===== src/rtl/gx4000_pkg.sv =====
// Shared types and constants for the GX4000 video path.
package gx4000_pkg;

  typedef logic [11:0] rgb12_t;

  localparam int SPR_PAL_DEPTH = 16;
  localparam int SPR_PAL_AW    = $clog2(SPR_PAL_DEPTH);
  localparam int MIX_LATENCY   = 2;
  localparam int SPR_COUNT     = 8;

  // Index 0 is transparent, and so is any pixel from an absent sprite slot.
  function automatic logic spr_opaque(input logic active, input logic [3:0] id,
                                      input logic [3:0] idx);
    return active && !id[3] && (idx != 4'd0);
  endfunction

endpackage


===== src/rtl/gx4000_sprite_palette.sv =====
// 16x12 sprite palette: one write port, one registered read port.
// A read of the address being written in the same cycle returns the new data.
module gx4000_sprite_palette
  import gx4000_pkg::*;
(
  input  logic                  clk_sys,
  input  logic                  reset,
  input  logic                  i_we,
  input  logic [SPR_PAL_AW-1:0] i_waddr,
  input  logic [11:0]           i_wdata,
  input  logic                  i_rd_en,
  input  logic [SPR_PAL_AW-1:0] i_raddr,
  output logic [11:0]           o_rdata
);

  rgb12_t r_mem [SPR_PAL_DEPTH];
  rgb12_t r_rdata;

  always_ff @(posedge clk_sys) begin
    if (reset) begin
      for (int i = 0; i < SPR_PAL_DEPTH; i++) r_mem[i] <= '0;
      r_rdata <= '0;
    end else begin
      if (i_we) r_mem[i_waddr] <= i_wdata;
      if (i_rd_en) r_rdata <= (i_we && (i_waddr == i_raddr)) ? i_wdata : r_mem[i_raddr];
    end
  end

  assign o_rdata = r_rdata;

endmodule


===== src/rtl/gx4000_sprite_mixer.sv =====
// Two-stage sprite/playfield mixer with per-sprite collision latching.
// Stage 1 registers the pixel and reads the palette; stage 2 selects the colour.
module gx4000_sprite_mixer
  import gx4000_pkg::*;
(
  input  logic                 clk_sys,
  input  logic                 reset,
  input  logic                 ce_pix,
  input  logic                 hblank,
  input  logic                 vblank,
  input  logic                 border,
  input  logic [11:0]          pf_rgb,
  input  logic [3:0]           pf_pen,
  input  logic [7:0]           spr_pixel,
  input  logic                 spr_active,
  input  logic [3:0]           spr_id,
  input  logic [11:0]          border_rgb,
  input  logic [7:0]           prio_mask,
  input  logic                 coll_en,
  input  logic                 pal_we,
  input  logic [3:0]           pal_addr,
  input  logic [11:0]          pal_data,
  input  logic                 coll_rd,
  output logic [11:0]          rgb_out,
  output logic                 hb_out,
  output logic                 vb_out,
  output logic [SPR_COUNT-1:0] coll_flags,
  output logic                 coll_irq
);

  function automatic rgb12_t mix_pixel(input logic blank, input logic bord,
                                       input rgb12_t bcol, input logic show_spr,
                                       input rgb12_t spr_col, input rgb12_t pf_col);
    if (blank)    return '0;
    if (bord)     return bcol;
    if (show_spr) return spr_col;
    return pf_col;
  endfunction

  rgb12_t               w_pal_rgb_p1;
  logic                 r_hb_p1, r_vb_p1, r_border_p1, r_opaque_p1, r_behind_p1, r_coll_en_p1;
  logic [3:0]           r_pf_pen_p1;
  logic [2:0]           r_sid_p1;
  rgb12_t               r_pf_rgb_p1, r_bcol_p1;
  rgb12_t               r_rgb_p2;
  logic                 r_hb_p2, r_vb_p2;
  logic [SPR_COUNT-1:0] r_coll_flags, w_hit_vec, w_flags_nxt;
  logic                 r_coll_irq;
  logic                 w_blank_p1, w_show_spr_p1, w_hit_p1;
  logic                 w_unused;

  assign w_unused = ^spr_pixel[7:4];

  gx4000_sprite_palette u_palette (
    .clk_sys (clk_sys),
    .reset   (reset),
    .i_we    (pal_we),
    .i_waddr (pal_addr),
    .i_wdata (pal_data),
    .i_rd_en (ce_pix),
    .i_raddr (spr_pixel[3:0]),
    .o_rdata (w_pal_rgb_p1)
  );

  // Stage 1: register the pixel; blanking flags flush to blanked on reset.
  always_ff @(posedge clk_sys) begin
    if (reset) begin
      r_hb_p1 <= 1'b1;
      r_vb_p1 <= 1'b1;
    end else if (ce_pix) begin
      r_hb_p1 <= hblank;
      r_vb_p1 <= vblank;
    end
  end

  always_ff @(posedge clk_sys) begin
    if (ce_pix) begin
      r_border_p1  <= border;
      r_pf_rgb_p1  <= pf_rgb;
      r_pf_pen_p1  <= pf_pen;
      r_opaque_p1  <= spr_opaque(spr_active, spr_id, spr_pixel[3:0]);
      r_sid_p1     <= spr_id[2:0];
      r_behind_p1  <= prio_mask[spr_id[2:0]];
      r_bcol_p1    <= border_rgb;
      r_coll_en_p1 <= coll_en;
    end
  end

  // Stage 2: colour selection and collision detection.
  assign w_blank_p1    = r_hb_p1 | r_vb_p1;
  assign w_show_spr_p1 = r_opaque_p1 && (!r_behind_p1 || (r_pf_pen_p1 == 4'd0));
  assign w_hit_p1      = r_coll_en_p1 && !w_blank_p1 && !r_border_p1 && r_opaque_p1 &&
                         (r_pf_pen_p1 != 4'd0);
  assign w_hit_vec     = (ce_pix && w_hit_p1) ? (SPR_COUNT'(1) << r_sid_p1) : '0;
  assign w_flags_nxt   = (coll_rd ? '0 : r_coll_flags) | w_hit_vec;

  always_ff @(posedge clk_sys) begin
    if (reset) begin
      r_rgb_p2 <= '0;
      r_hb_p2  <= 1'b1;
      r_vb_p2  <= 1'b1;
    end else if (ce_pix) begin
      r_rgb_p2 <= mix_pixel(w_blank_p1, r_border_p1, r_bcol_p1, w_show_spr_p1,
                            w_pal_rgb_p1, r_pf_rgb_p1);
      r_hb_p2  <= r_hb_p1;
      r_vb_p2  <= r_vb_p1;
    end
  end

  // A read clear and a simultaneous hit resolve in favour of the hit.
  always_ff @(posedge clk_sys) begin
    if (reset) begin
      r_coll_flags <= '0;
      r_coll_irq   <= 1'b0;
    end else begin
      r_coll_flags <= w_flags_nxt;
      r_coll_irq   <= (r_coll_flags == '0) && (w_flags_nxt != '0);
    end
  end

  assign rgb_out    = r_rgb_p2;
  assign hb_out     = r_hb_p2;
  assign vb_out     = r_vb_p2;
  assign coll_flags = r_coll_flags;
  assign coll_irq   = r_coll_irq;

endmodule


===== config.mk =====
export PLATFORM = sky130hd
export DESIGN_NAME = gx4000_sprite_mixer
export DESIGN_NICKNAME = d
export VERILOG_FILES = /design/src/rtl/gx4000_pkg.sv /design/src/rtl/gx4000_sprite_palette.sv /design/src/rtl/gx4000_sprite_mixer.sv
export SDC_FILE = /design/constraint.sdc
export NUM_CORES = 1
export LEC_CHECK = 0
export BUFFER_PORTS_ARGS = -buffer_cell sky130_fd_sc_hd__buf_2
export CORE_MARGIN = 3
export CORE_UTILIZATION = 50
export CTS_CLUSTER_SIZE = 14
export DETAILED_ROUTE_END_ITERATION = 12
export PLACE_DENSITY = 0.74
export SLEW_MARGIN = 20
export SYNTH_ARGS = -nofsm -noshare
export SYNTH_HDL_FRONTEND = slang
export SYNTH_SLANG_ARGS = --single-unit

===== constraint.sdc =====
create_clock -name clk_sys -period 1.82 [get_ports clk_sys]
set_clock_uncertainty 0.2 [all_clocks]
set_input_delay 0.273 -clock clk_sys [delete_from_list [all_inputs] [get_ports clk_sys]]
set_output_delay 0.273 -clock clk_sys [all_outputs]
set_load 0.05 [all_outputs]

# Word-level counts from Yosys, hierarchy flattened
# Memory sizes are Yosys's and may differ from the RTL's. A register that Yosys moved wholly into a read port is not among the register bits.
# Index checks and enable logic that the tools add are counted.
[word_totals]
reg_bits = 60
ram_bits = 192
wordCells = 70
memories = 1
[memory_table]
columns = ["memory", "words", "word_bits", "read_ports", "rd_clocked_by_memory_dff", "wr", "line", "rtl"]
rows = [
  ["u_palette.r_mem", 16, 12, 1, 1, 16, "gx4000_sprite_palette.sv:16", "rgb12_t r_mem [SPR_PAL_DEPTH];"],
]
[classes]
n_lt_le_gt_ge = 1
shift = 1
mux = 30
n_bitwise = 2
n_reduce_logical = 20
[op_table]
columns = ["operator", "n"]
rows = [
  ["two-way mux 12 bit", 7],
  ["two-way mux 1 bit", 19],
  ["two-way mux 8 bit", 2],
  ["OR reduction 12 bit", 1],
  ["logical AND 1 bit", 9],
  ["logical NOT 8 bit", 1],
  ["OR 8 bit", 1],
  ["nonzero test 4 bit", 2],
  ["nonzero test 8 bit", 1],
  ["<< shifter 1 x 3 -> 8 bit (first input constant)", 1],
  ["logical NOT 1 bit", 4],
  ["logical NOT 4 bit", 1],
  ["less-than comparator 3 x 4 -> 1 bit (second input constant)", 1],
  ["two-way mux 4 bit", 1],
  ["binary-select mux 1 bit (select 3 bit)", 1],
  ["logical OR 1 bit", 1],
  ["OR 1 bit", 1],
]

# Logic depth before layout (Yosys ltp)
# Gate-level depths: netlist of the first run.
[depth]
ltp_word = 14
mapped_depth = 7
depth_no_buf = 4

# Modules after synthesis
# Synthesis of the first run repeated with hierarchy kept, for this count alone.
[hier_totals]
cells_unflattened = 846
hier_area_um2 = 12067.8
[modules_own_cells]
columns = ["module", "instances", "cells_per_inst", "area_each_um2", "seq_area_each_um2"]
rows = [
  ["gx4000_sprite_palette", 1, 661, 9490.4, 6005.8],
  ["gx4000_sprite_mixer", 1, 185, 2577.5, 1551.5],
]

# Worst setup path after synthesis of the first run
# OpenSTA, ideal clock, no wires.
[synth_timing]
path_type = "input port to flip-flop"
start = "input port spr_pixel[1]"
end = "register u_palette.r_rdata[10], in the netlist u_palette.o_rdata[10], read port of u_palette.r_mem"
arrival_ns = 1.489
required_time_ns = 1.475
path_slack_ns = -0.015
cell_stages = 5
path_buffers = 2
path_cell_list = "buf_6 -> buf_2 -> mux4_2 -> a211oi_2 -> o32ai_2"
[synth_lines]
columns = ["element", "line", "rtl"]
rows = [
  ["start, declared", "gx4000_sprite_mixer.sv:14", "input logic [7:0] spr_pixel,"],
  ["end, declared", "gx4000_sprite_palette.sv:17", "rgb12_t r_rdata;"],
]

# Final worst setup path of the first run
[layout_timing]
start = "register r_pf_pen_p1[2]"
end = "register r_rgb_p2[10], in the netlist rgb_out[10]"
[layout_via]
elab_chain_cells = 11
[layout_lines]
columns = ["element", "line", "rtl"]
rows = [
  ["start, declared", "gx4000_sprite_mixer.sv:42", "logic [3:0] r_pf_pen_p1;"],
  ["start signal, assigned", "gx4000_sprite_mixer.sv:80", "r_pf_pen_p1 <= pf_pen;"],
  ["logical NOT 4 bit (*)", "gx4000_sprite_mixer.sv:91", "assign w_show_spr_p1 = r_opaque_p1 && (!r_behind_p1 || (r_pf_pen_p1 == 4'd0));"],
  ["logical OR 1 bit (*)", "gx4000_sprite_mixer.sv:91", ""],
  ["logical AND 1 bit (*)", "gx4000_sprite_mixer.sv:91", ""],
  ["two-way mux 1 bit (2 in a row)", "gx4000_sprite_mixer.sv:36", "if (show_spr) return spr_col;"],
  ["two-way mux 1 bit", "gx4000_sprite_mixer.sv:35", "if (bord) return bcol;"],
  ["two-way mux 1 bit", "gx4000_sprite_mixer.sv:102", "end else if (ce_pix) begin"],
  ["two-way mux 1 bit", "gx4000_sprite_mixer.sv:98", "if (reset) begin"],
  ["two-way mux 12 bit (*)", "gx4000_sprite_mixer.sv:37", "return pf_col;"],
  ["two-way mux 12 bit (*)", "gx4000_sprite_mixer.sv:36", ""],
  ["two-way mux 12 bit (*)", "gx4000_sprite_mixer.sv:35", ""],
  ["end signal, assigned", "gx4000_sprite_mixer.sv:103", "r_rgb_p2 <= mix_pixel(w_blank_p1, r_border_p1, r_bcol_p1, w_show_spr_p1,"],
  ["end, declared", "gx4000_sprite_mixer.sv:45", "rgb12_t r_rgb_p2;"],
]
# Every way passes the cells marked *; elsewhere a longest branch is shown, timed or not. The select of a mux whose other input is x is not followed.
# A chain may end at the register's enable or synchronous reset.

==> run metrics, run 1 <==
die area=25800 sq um; Fmax=556 MHz; I/O Pins=97; chip width=161 um; synthesized flop and latch total=264; EDFF count, synth=227; Seq/Total Area, Yosys=63.1%; final hold vios=0; CP startpoint kind=flip-flop; final core utilization=63.7%; status=completed; Tightest Pin Transition=451 ps; synth top area cells=edfxtp_1 (57%), and2_1 (11%), mux4_2 (9.4%); root buf cell=clkbuf_16; vias in the first global route=7624; Leakage=5.43 nW; Hold Slack=38.2 ps; diodes inserted=0; share of layout cells above drive strength 1=31.2%; Initial Util=51.9%; TritonCTS Sinks=264; most area-hungry cell type in the Yosys netlist=edfxtp_1; Vias/cell=5.64; count leader, synth=edfxtp_1; worst-skew pair later-pin latency=540 ps; final instance area=14700 sq um; fin crit period=1800 ps; Final Max Slew Viols=0; post-route insts no fill=1321; first-pass GRT wire length=44400 um; placement-stage cell area=13400 sq um; Detailed Place HPWL=18400 um; Unique masters post-synth=45; endpoints failing setup=0; Post-Syn Instances=808; RSZ-0062 raised after global routing=true; IO buf count=92; Syn Nets=882; max-cap check violation count=0; worst setup path class=reg -> reg; Clock transition at path regs=60 ps; Final ANT Viol Nets=0; Mapped Area=12000 sq um; total grt overflow=0; CTS H-tree depth=1; PwrDens=923 nW/um^2; final WL=28900 um; top_reg_cell synth=edfxtp_1; mean routed wirelength per cell=21.9 um; area fraction of the dominant cell type after synthesis=56.9%; initial drt markers=799; Critical Path Fanout Max=12; Max VDD drop=735 uV; Post-synth top cells=edfxtp_1 (227), and2_1 (201), mux4_2 (50); Tcrit/Tclk final=98.9%; Post-synth ARST share=0%; initial antenna violation count=0; Setup crit end kind=flip-flop; chip height=161 um; Final nets=1061; normalized max-slew margin=69.7%; Ys Warns=0; Core Area=23100 sq um; CTS tree=yes; Area Overhead vs Synth=22.6%; Bufs on Longest Clock Path=3; path category of the worst min-delay check=in -> reg; Inserted Clock Buffers=28; Total GRT Usage=22.3%; dpl cells=1229; DRC Markers=0; critical path arrival=2060 ps; FP Rows=55; Vias=7455; Post-Syn Area per Cell=14.8 sq um; DRT Pass-1 Iters=6; Final GP Congestion=0.786; largest net degree at the start of global routing=52; Critical Path RT=2080 ps
==> registers in the layout, indices dropped and copies added (netlist names), 3 cells and up <==
name               cells
u_palette.r_mem      192
r_bcol_p1             12
r_pf_rgb_p1           12
rgb_out               12
u_palette.o_rdata     12
coll_flags             8
r_pf_pen_p1            4
r_sid_p1               3
==> worst paths after layout <==
path	slack, ps	cells after the start	end	from
min reg2reg	340	2	rgb_out[4]$_SDFFE_PP0P_	r_bcol_p1[4]$_DFFE_PP_
max reg2reg	20	6	rgb_out[10]$_SDFFE_PP0P_	r_pf_pen_p1[2]$_DFFE_PP_
max	20	6	rgb_out[10]$_SDFFE_PP0P_	r_pf_pen_p1[2]$_DFFE_PP_
min	40	2	u_palette.r_mem[6][11]$_SDFFCE_PN0P_	pal_data[11]
==> critical path, stage by stage (launching register included) <==
cell and delay, ps:
edfxtp_1 440, o41ai_4 370, buf_6 180, buf_12 130, and3_1 170, o21ai_2 70
a21oi_1 150
==> layout make-up <==
cell class,count,area [sq um]
clock buffer,39,742
clock inverter,12,72.6
fill,1652,8370
inverter,2,7.51
multi-input combinational,475,4100
sequential,264,7560
tap,313,392
timing repair buffer,216,1810
==> timing repair <==
item                       CTS  global route
setup buffers                0             1
gates cloned                 0             2
hold buffers                38             0
resized for setup            0            23
hold endpoints to repair    44             0
setup endpoints to repair    1            17
pin swaps                    1            18
==> metrics by stage <==
step,setup slack (ps),TNS [ps],total power (W)
floorplan,41.0,0,0.00783
global placement,-332,-7050,0.00839
detailed placement,-358,-8510,0.00843
CTS,11.5,0,0.0136
global route,-43.4,-189,0.0140
finish,20.5,0,0.0135
==> power breakdown <==
group	total, W	switching, W	internal [W]	leakage (nW)
logic	0.00138	0.000696	0.000682	2.56
clock network	0.00512	0.00228	0.00285	0.395
registers	0.00704	0.000126	0.00692	2.47
==> per-layer routing <==
metal / wire length [um] / track usage (%) / share of wire, % / vias up
li1: - / - / - / 3377
met1: 12300 / 31.6 / 42 / 3688
met2: 13800 / 36.9 / 48 / 346
met3: 2130 / 3.10 / 7.4 / 44
met4: 668 / 5.16 / 2.3 / 0
met5: 0 / 0 / 0 / -
==> cells by family (layout without fill, tap and decap cells) <==
group | count (synthesis) | after routing | synth area share (%)
XOR/XNOR | 4 | 4 | 0.293
buffers and inverters | 69 | 269 | 2.98
multiplexers | 65 | 65 | 10.7
flip-flops | 264 | 264 | 63.1
AO/OA/AOI/OAI | 97 | 97 | 7.03
AND/OR/NAND/NOR | 309 | 309 | 15.9
==> cells in the final DEF, fill, tap and decap left out, types with 18 or more instances in the layout <==
cell type and instances:
a22oi_1 18, and2_1 201, buf_12 24, buf_2 92, buf_4 59, clkbuf_16 29, dfxtp_1 37, dlygate4sd3_1 38
edfxtp_1 227, mux4_2 50, nor2_1 23, nor2b_1 29
Power figures use the tool's default switching activity.
==> inputs of run 2 (changes only) <==
- BUFFER_PORTS_ARGS: -buffer_cell sky130_fd_sc_hd__buf_2 -> default
- CAP_MARGIN: default -> 10
- DONT_BUFFER_PORTS: default -> 1
- PLACE_DENSITY: 0.74 -> 0.71
==> run 2 against run 1 <==
The run now ends with hold timing, setup timing left; largest cell class unchanged; register-to-register slack about the same; core utilization down 2.1 points; via count down 4.1%; flip-flop and latch count unchanged; die area unchanged.
==> run metrics, run 2 (synthesis gave the netlist of run 1 again) <==
worst-skew pair later-pin latency=560 ps (+20 ps); RSZ-0062 raised after global routing=true; reg2reg start=r_pf_pen_p1[2]$_DFFE_PP_; Max VDD drop=761 uV (+3.6%); CTS H-tree depth=1 (unchanged); Critical Path RT=2030 ps (-50 ps); FP Rows=55 (unchanged); total grt overflow=0 (unchanged); max-cap check violation count=0 (unchanged); Core Area=23100 sq um (unchanged); post-route insts no fill=1226 (-7.2%); Most flops, register=u_palette.r_mem; Area Overhead vs Synth=18.5%; Bufs on Longest Clock Path=3 (unchanged); max FFs per register=192 (unchanged); initial drt markers=567 (-29%); Final GP Congestion=0.796 (+1.3%); dpl cells=1105 (-10%); pre-CTS WS=43.2 ps (+402 ps); CTS tree=yes; R2R Path End=rgb_out[4]$_SDFFE_PP0P_; final WL=29800 um (+3.0%); path category of the worst min-delay check=in -> reg; Inserted Clock Buffers=28 (unchanged); TritonCTS Sinks=264 (unchanged); status=complete, but fails checks; hold path depth=0 (-2); Final Max Slew Viols=0 (unchanged); Hold Slack=-358 ps (-397 ps); PnR worst setup slack=-6.65 ps (-27.1 ps); Detailed Place HPWL=17200 um (-6.3%); commonest non-fill, non-tap cells in the layout=edfxtp_1 (227), and2_1 (201), dlygate4sd3_1 (66), mux4_2 (50), buf_4 (41); Final ANT Viol Nets=0 (unchanged); Clock transition at path regs=60 ps (about the same); PwrDens=985 nW/um^2 (+6.8%); normalized max-slew margin=26.6% (-43 points); Fmax=547 MHz (-1.5%); FF-to-FF path depth=5 (-1); Initial Util=51.9% (unchanged); hold path startpoint=ce_pix; Final nets=964 (-9.1%); largest net degree at the start of global routing=70 (+35%); vias in the first global route=7434 (-2.5%); fin crit period=1830 ps (+27.1 ps); chip height=161 um (unchanged); Reg2Reg Setup Slack=20 ps (about the same); first-pass GRT wire length=44900 um (+1.1%); I/O Pins=97 (unchanged); endpoints failing setup=1 (+1); Leakage=5.01 nW (-7.8%); Vias/cell=5.83 (+3.3%); final hold vios=47 (+47); final core utilization=61.6% (-2.1 points); critical path arrival=2040 ps (-20 ps); die area=25800 sq um (unchanged); most common cell after layout, fill and taps aside=edfxtp_1; WHS Endpoint=r_bcol_p1[8]$_DFFE_PP_; Setup crit end kind=flip-flop; initial antenna violation count=1 (+1); mean routed wirelength per cell=24.3 um (+11%); Tightest Pin Transition=1100 ps (+651 ps); Tcrit/Tclk final=100% (+1.5 points); setup_tns=-6.65 ps (-6.65 ps); Total GRT Usage=22.9% (+0.62 points); IO buf count=0 (-100%); failing checks=hold timing, setup timing; chip width=161 um (unchanged); Vias=7150 (-4.1%); DRC Markers=0 (unchanged); worst setup path class=in -> reg; root buf cell=clkbuf_16; Post-CTS Setup Bufs=0 (unchanged); CP startpoint kind=input port; share of layout cells above drive strength 1=21.5% (-9.7 points); Critical Path Fanout Max=46 (+34); DRT Pass-1 Iters=5 (-1)
run 2: worst max-delay path: stages:
cell	delay, ps
dlygate4sd3_1	640
buf_12	220
a211o_1	290
dlygate4sd3_1	570
run 2: repair_timing:
action / 4_1_cts / 5_1_grt
hold buffers: 67 / 1
resized for setup: 0 / 6
setup endpoints to repair: 0 / 21
hold endpoints to repair: 395 / 47
run 2: worst max-delay path by stage:
stage,startpoint,to,slack [ps],cells past startpoint
after floorplan,spr_pixel[1],u_palette.o_rdata[10]$_SDFFE_PP0P_,40,6
after global placement,reset,u_palette.r_mem[3][3]$_SDFFCE_PN0P_,60,5
after detailed placement,reset,u_palette.r_mem[1][3]$_SDFFCE_PN0P_,40,5
after CTS,u_palette.r_mem[0][8]$_SDFFCE_PN0P_,u_palette.o_rdata[8]$_SDFFE_PP0P_,2,4
after global routing,r_pf_pen_p1[2]$_DFFE_PP_,rgb_out[10]$_SDFFE_PP0P_,-80,5
final,reset,r_vb_p1$_SDFFE_PP1P_,-7,4
run 2: power by group:
group          total, W  internal, W  switching, W
Clock           0.00586      0.00343       0.00242
Combinational   0.00107     0.000543      0.000531
Sequential      0.00705      0.00692      0.000138
run 2: metrics by stage:
step	area [sq um]	power, W
after global placement	12500	0.00795
after CTS	14200	0.0140
after global routing	14200	0.0144
after floorplan	12000	0.00783
final	14200	0.0140
after detailed placement	12500	0.00800
run 2: layout make-up:
type	count	area, sq um
Fill cell	1680	8860
Sequential cell	264	7560
Multi-Input combinational cell	475	4080
Timing Repair Buffer	119	1200
Clock buffer	34	764
Tap cell	313	392
Clock inverter	18	189
Inverter	2	7.51
Antenna cell	1	2.50
run 2: routing by layer:
| layer | share of wire, % | vias up | global-route usage [%] | wire length, um |
|---|---|---|---|---|
| li1 | - | 3186 | - | - |
| met1 | 41 | 3601 | 31.0 | 12200 |
| met2 | 48 | 312 | 37.3 | 14400 |
| met3 | 8.1 | 51 | 5.55 | 2410 |
| met4 | 2.4 | 0 | 6.34 | 706 |
| met5 | 0 | - | 0 | 0 |
==> inputs of run 3 (changes only) <==
- ABC_AREA: default -> 1
==> run 3 against run 2 <==
The run ends with hold timing left; die area rose by 1.2%; register-to-register slack better by 110 ps; fmax increased by 8.0%; design area is 2.3% higher; via count grew 34%; clock power about the same; highest routed layer unchanged; setup slack better by 130 ps; largest power group unchanged; worst hold slack better by 280 ps; global-route usage grew 1.9 points; critical path type is now reg -> reg; synthesized area grew 1.3%; synthesized cell count rose by 65%; critical path depth up 3.
==> run metrics, run 3 <==
Detailed Place HPWL=20700 um (+21%); count leader, synth=nand2_1; clock share of power=41.2% (-0.7 points); most common cell after layout, fill and taps aside=nand2_1; diodes inserted=0 (-1); TritonCTS Sinks=264 (unchanged); post-route insts no fill=1765 (+44%); final hold vios=46 (-2.1%); Initial Util=51.2% (-0.74 points); synthesized flop and latch total=264 (unchanged); Bufs on Longest Clock Path=3 (unchanged); Vias=9578 (+34%); initial drt markers=1139 (+100%); max FFs per register=192 (unchanged); Comb pwr share=9.0% (+1.3 points); status=complete, but fails checks; CP dominant cell by count=nand2_1; total power=0.0142 W (+1.3%); IO buf count=0 (unchanged); RSZ-0062 raised after global routing=false; Unique masters post-synth=29 (-36%); synth top area cells=edfxtp_1 (56%), nand2_1 (11%), nor2_1 (7.3%); share of layout cells above drive strength 1=9.82% (-12 points); fin crit period=1690 ps (-135 ps); Final ANT Viol Nets=0 (unchanged); first-pass GRT wire length=50500 um (+12%); CTS H-tree depth=1 (unchanged); Tcrit/Tclk final=93.0% (-7.4 points); Core Area=23700 sq um (+2.7%); initial antenna violation count=0 (-1); critical path arrival=1860 ps (-180 ps); worst-skew pair later-pin latency=550 ps (about the same); Inserted Clock Buffers=28 (unchanged); Fmax=591 MHz (+8.0%); delay of the slowest critical-path stage=360 ps (-280 ps); Reg power frac=49.8% (-0.6 points); EDFF count, synth=227 (unchanged); failing checks=hold timing; worst setup path class=reg -> reg; Setup crit end kind=flip-flop; Seq/Total Area, Yosys=62.3% (-0.79 points); Max VDD drop=835 uV (+9.7%); FP Rows=56 (+1.8%); DRT Pass-1 Iters=6 (+1); Most flops, register=u_palette.r_mem; commonest non-fill, non-tap cells in the layout=nand2_1 (366), nor2_1 (236), edfxtp_1 (227), nand3_1 (142), inv_1 (114); Int Pwr=0.0109 W (+0.44%); largest net degree at the start of global routing=101 (+44%); Mapped Area=12100 sq um (+1.3%); Post-synth ARST share=0% (unchanged); final WL=32700 um (+9.9%); Post-Syn Instances=1333 (+65%); Switching Fraction=22.7% (+0.63 points); total grt overflow=0 (unchanged); Total GRT Usage=24.8% (+1.9 points); CTS tree=yes; P_sw=0.00322 W (+4.2%); Cell Chain, Critical Path=nor2_1 > nand2_1 > nand2_1 > nand2_1 > buf_6 > o211ai_1 > a31oi_1; Leakage=6.19 nW (+24%); Tightest Pin Transition=935 ps (-166 ps); root buf cell=clkbuf_16; CP startpoint kind=flip-flop; crit path max-delay cell type=edfxtp_1; Final GP Congestion=0.906 (+14%); Post-CTS Setup Bufs=0 (unchanged); dpl cells=1654 (+50%); max-cap check violation count=0 (unchanged); Post-synth top cells=nand2_1 (366), nor2_1 (236), edfxtp_1 (227); Ys Warns=0 (unchanged); Hold Slack=-73.5 ps (+285 ps); Vias/cell=5.43 (-7.0%); Syn Nets=1407 (+60%); Critical Path RT=1990 ps (-40 ps); vias in the first global route=9330 (+26%); die area=26200 sq um (+1.2%); mean routed wirelength per cell=18.5 um (-24%); path category of the worst min-delay check=in -> reg; Area Overhead vs Synth=19.8%; Clock transition at path regs=60 ps (about the same); I/O Pins=97 (unchanged); most area-hungry cell type in the Yosys netlist=edfxtp_1; chip width=162 um (+0.61%); Final Max Slew Viols=0 (unchanged); endpoints failing setup=0 (-1); top_reg_cell synth=edfxtp_1; Post-Syn Area per Cell=9.10 sq um (-39%); chip height=162 um (+0.61%); DRC Markers=0 (unchanged); Critical Path Fanout Max=24 (-48%); normalized max-slew margin=37.5% (+11 points); Final nets=1501 (+56%); Post-CTS Hold Buffers=62 (-7.5%); area fraction of the dominant cell type after synthesis=56.2% (-0.71 points); PwrDens=975 nW/um^2 (-1.1%)
run 3: path summary, 6_finish.rpt:
kind	from	end	slack (ps)	cells after the start
worst max-delay path	r_pf_pen_p1[1]$_DFFE_PP_	rgb_out[3]$_SDFFE_PP0P_	130	7
worst min-delay path	ce_pix	r_pf_pen_p1[0]$_DFFE_PP_	-70	1
worst max register to register	r_pf_pen_p1[1]$_DFFE_PP_	rgb_out[3]$_SDFFE_PP0P_	130	7
worst min register to register	coll_flags[5]$_SDFF_PP0_	coll_flags[5]$_SDFF_PP0_	300	2
run 3: worst max-delay path: cells and delay by family (launching register included):
family                 cells  cell delay (ps)
AND/OR/NAND/NOR            4              350
AO/OA/AOI/OAI              2              430
buffers and inverters      1              180
flip-flops                 1              360
run 3: per-layer routing:
metal  track usage, %  vias to the layer above  routed length [um]
met4             7.60                        0                1000
li1                 -                     4544                   -
met1             32.4                     4518               12500
met3             3.90                       78                2780
met5                0                        -                   0
met2             42.9                      438               16400
run 3: logic make-up (layout without fill, tap and decap cells):
family	after synthesis	count (layout)	synth area share [%]
simple gates	780	780	26.5
flops	264	264	62.3
buf+inv	215	328	7.63
compound gates	72	72	3.43
xor+xnor	1	1	0.0722
mux	1	1	0.0929
run 3: metrics by stage:
step / hold slack [ps] / TNS (ps) / setup slack (ps) / util (%) / area (sq um)
CTS: -89.1 / 0 / 138 / 61.3 / 14500
detailed placement: 147 / 0 / 182 / 54.6 / 12900
floorplan: 172 / -8350 / -43.5 / - / 12100
global route: -65.7 / 0 / 0.360 / 61.3 / 14500
finish: -73.5 / 0 / 128 / 61.3 / 14500
global placement: 145 / 0 / 186 / 54.6 / 12900
run 3: timing repair:
action	in CTS	in global routing
setup endpoints to repair	0	1
hold endpoints to repair	157	46
resized for setup	0	1
run 3: cell type report:
class	instances	area, sq um
clock buffer	36	813
fill	1964	9160
sequential	264	7560
multi-input combinational	854	3640
inverter	129	487
timing repair buffer	150	1480
tap	319	399
clock inverter	13	146
run 3: power by group through the flow:
stage          logic [W]  registers (W)  clock network [W]
6_report         0.00127        0.00705            0.00584
5_1_grt          0.00140        0.00707            0.00610
4_1_cts          0.00125        0.00704            0.00589
3_5_place_dp     0.00109        0.00717                  0
3_3_place_gp     0.00107        0.00715                  0
2_1_floorplan   0.000750        0.00714                  0
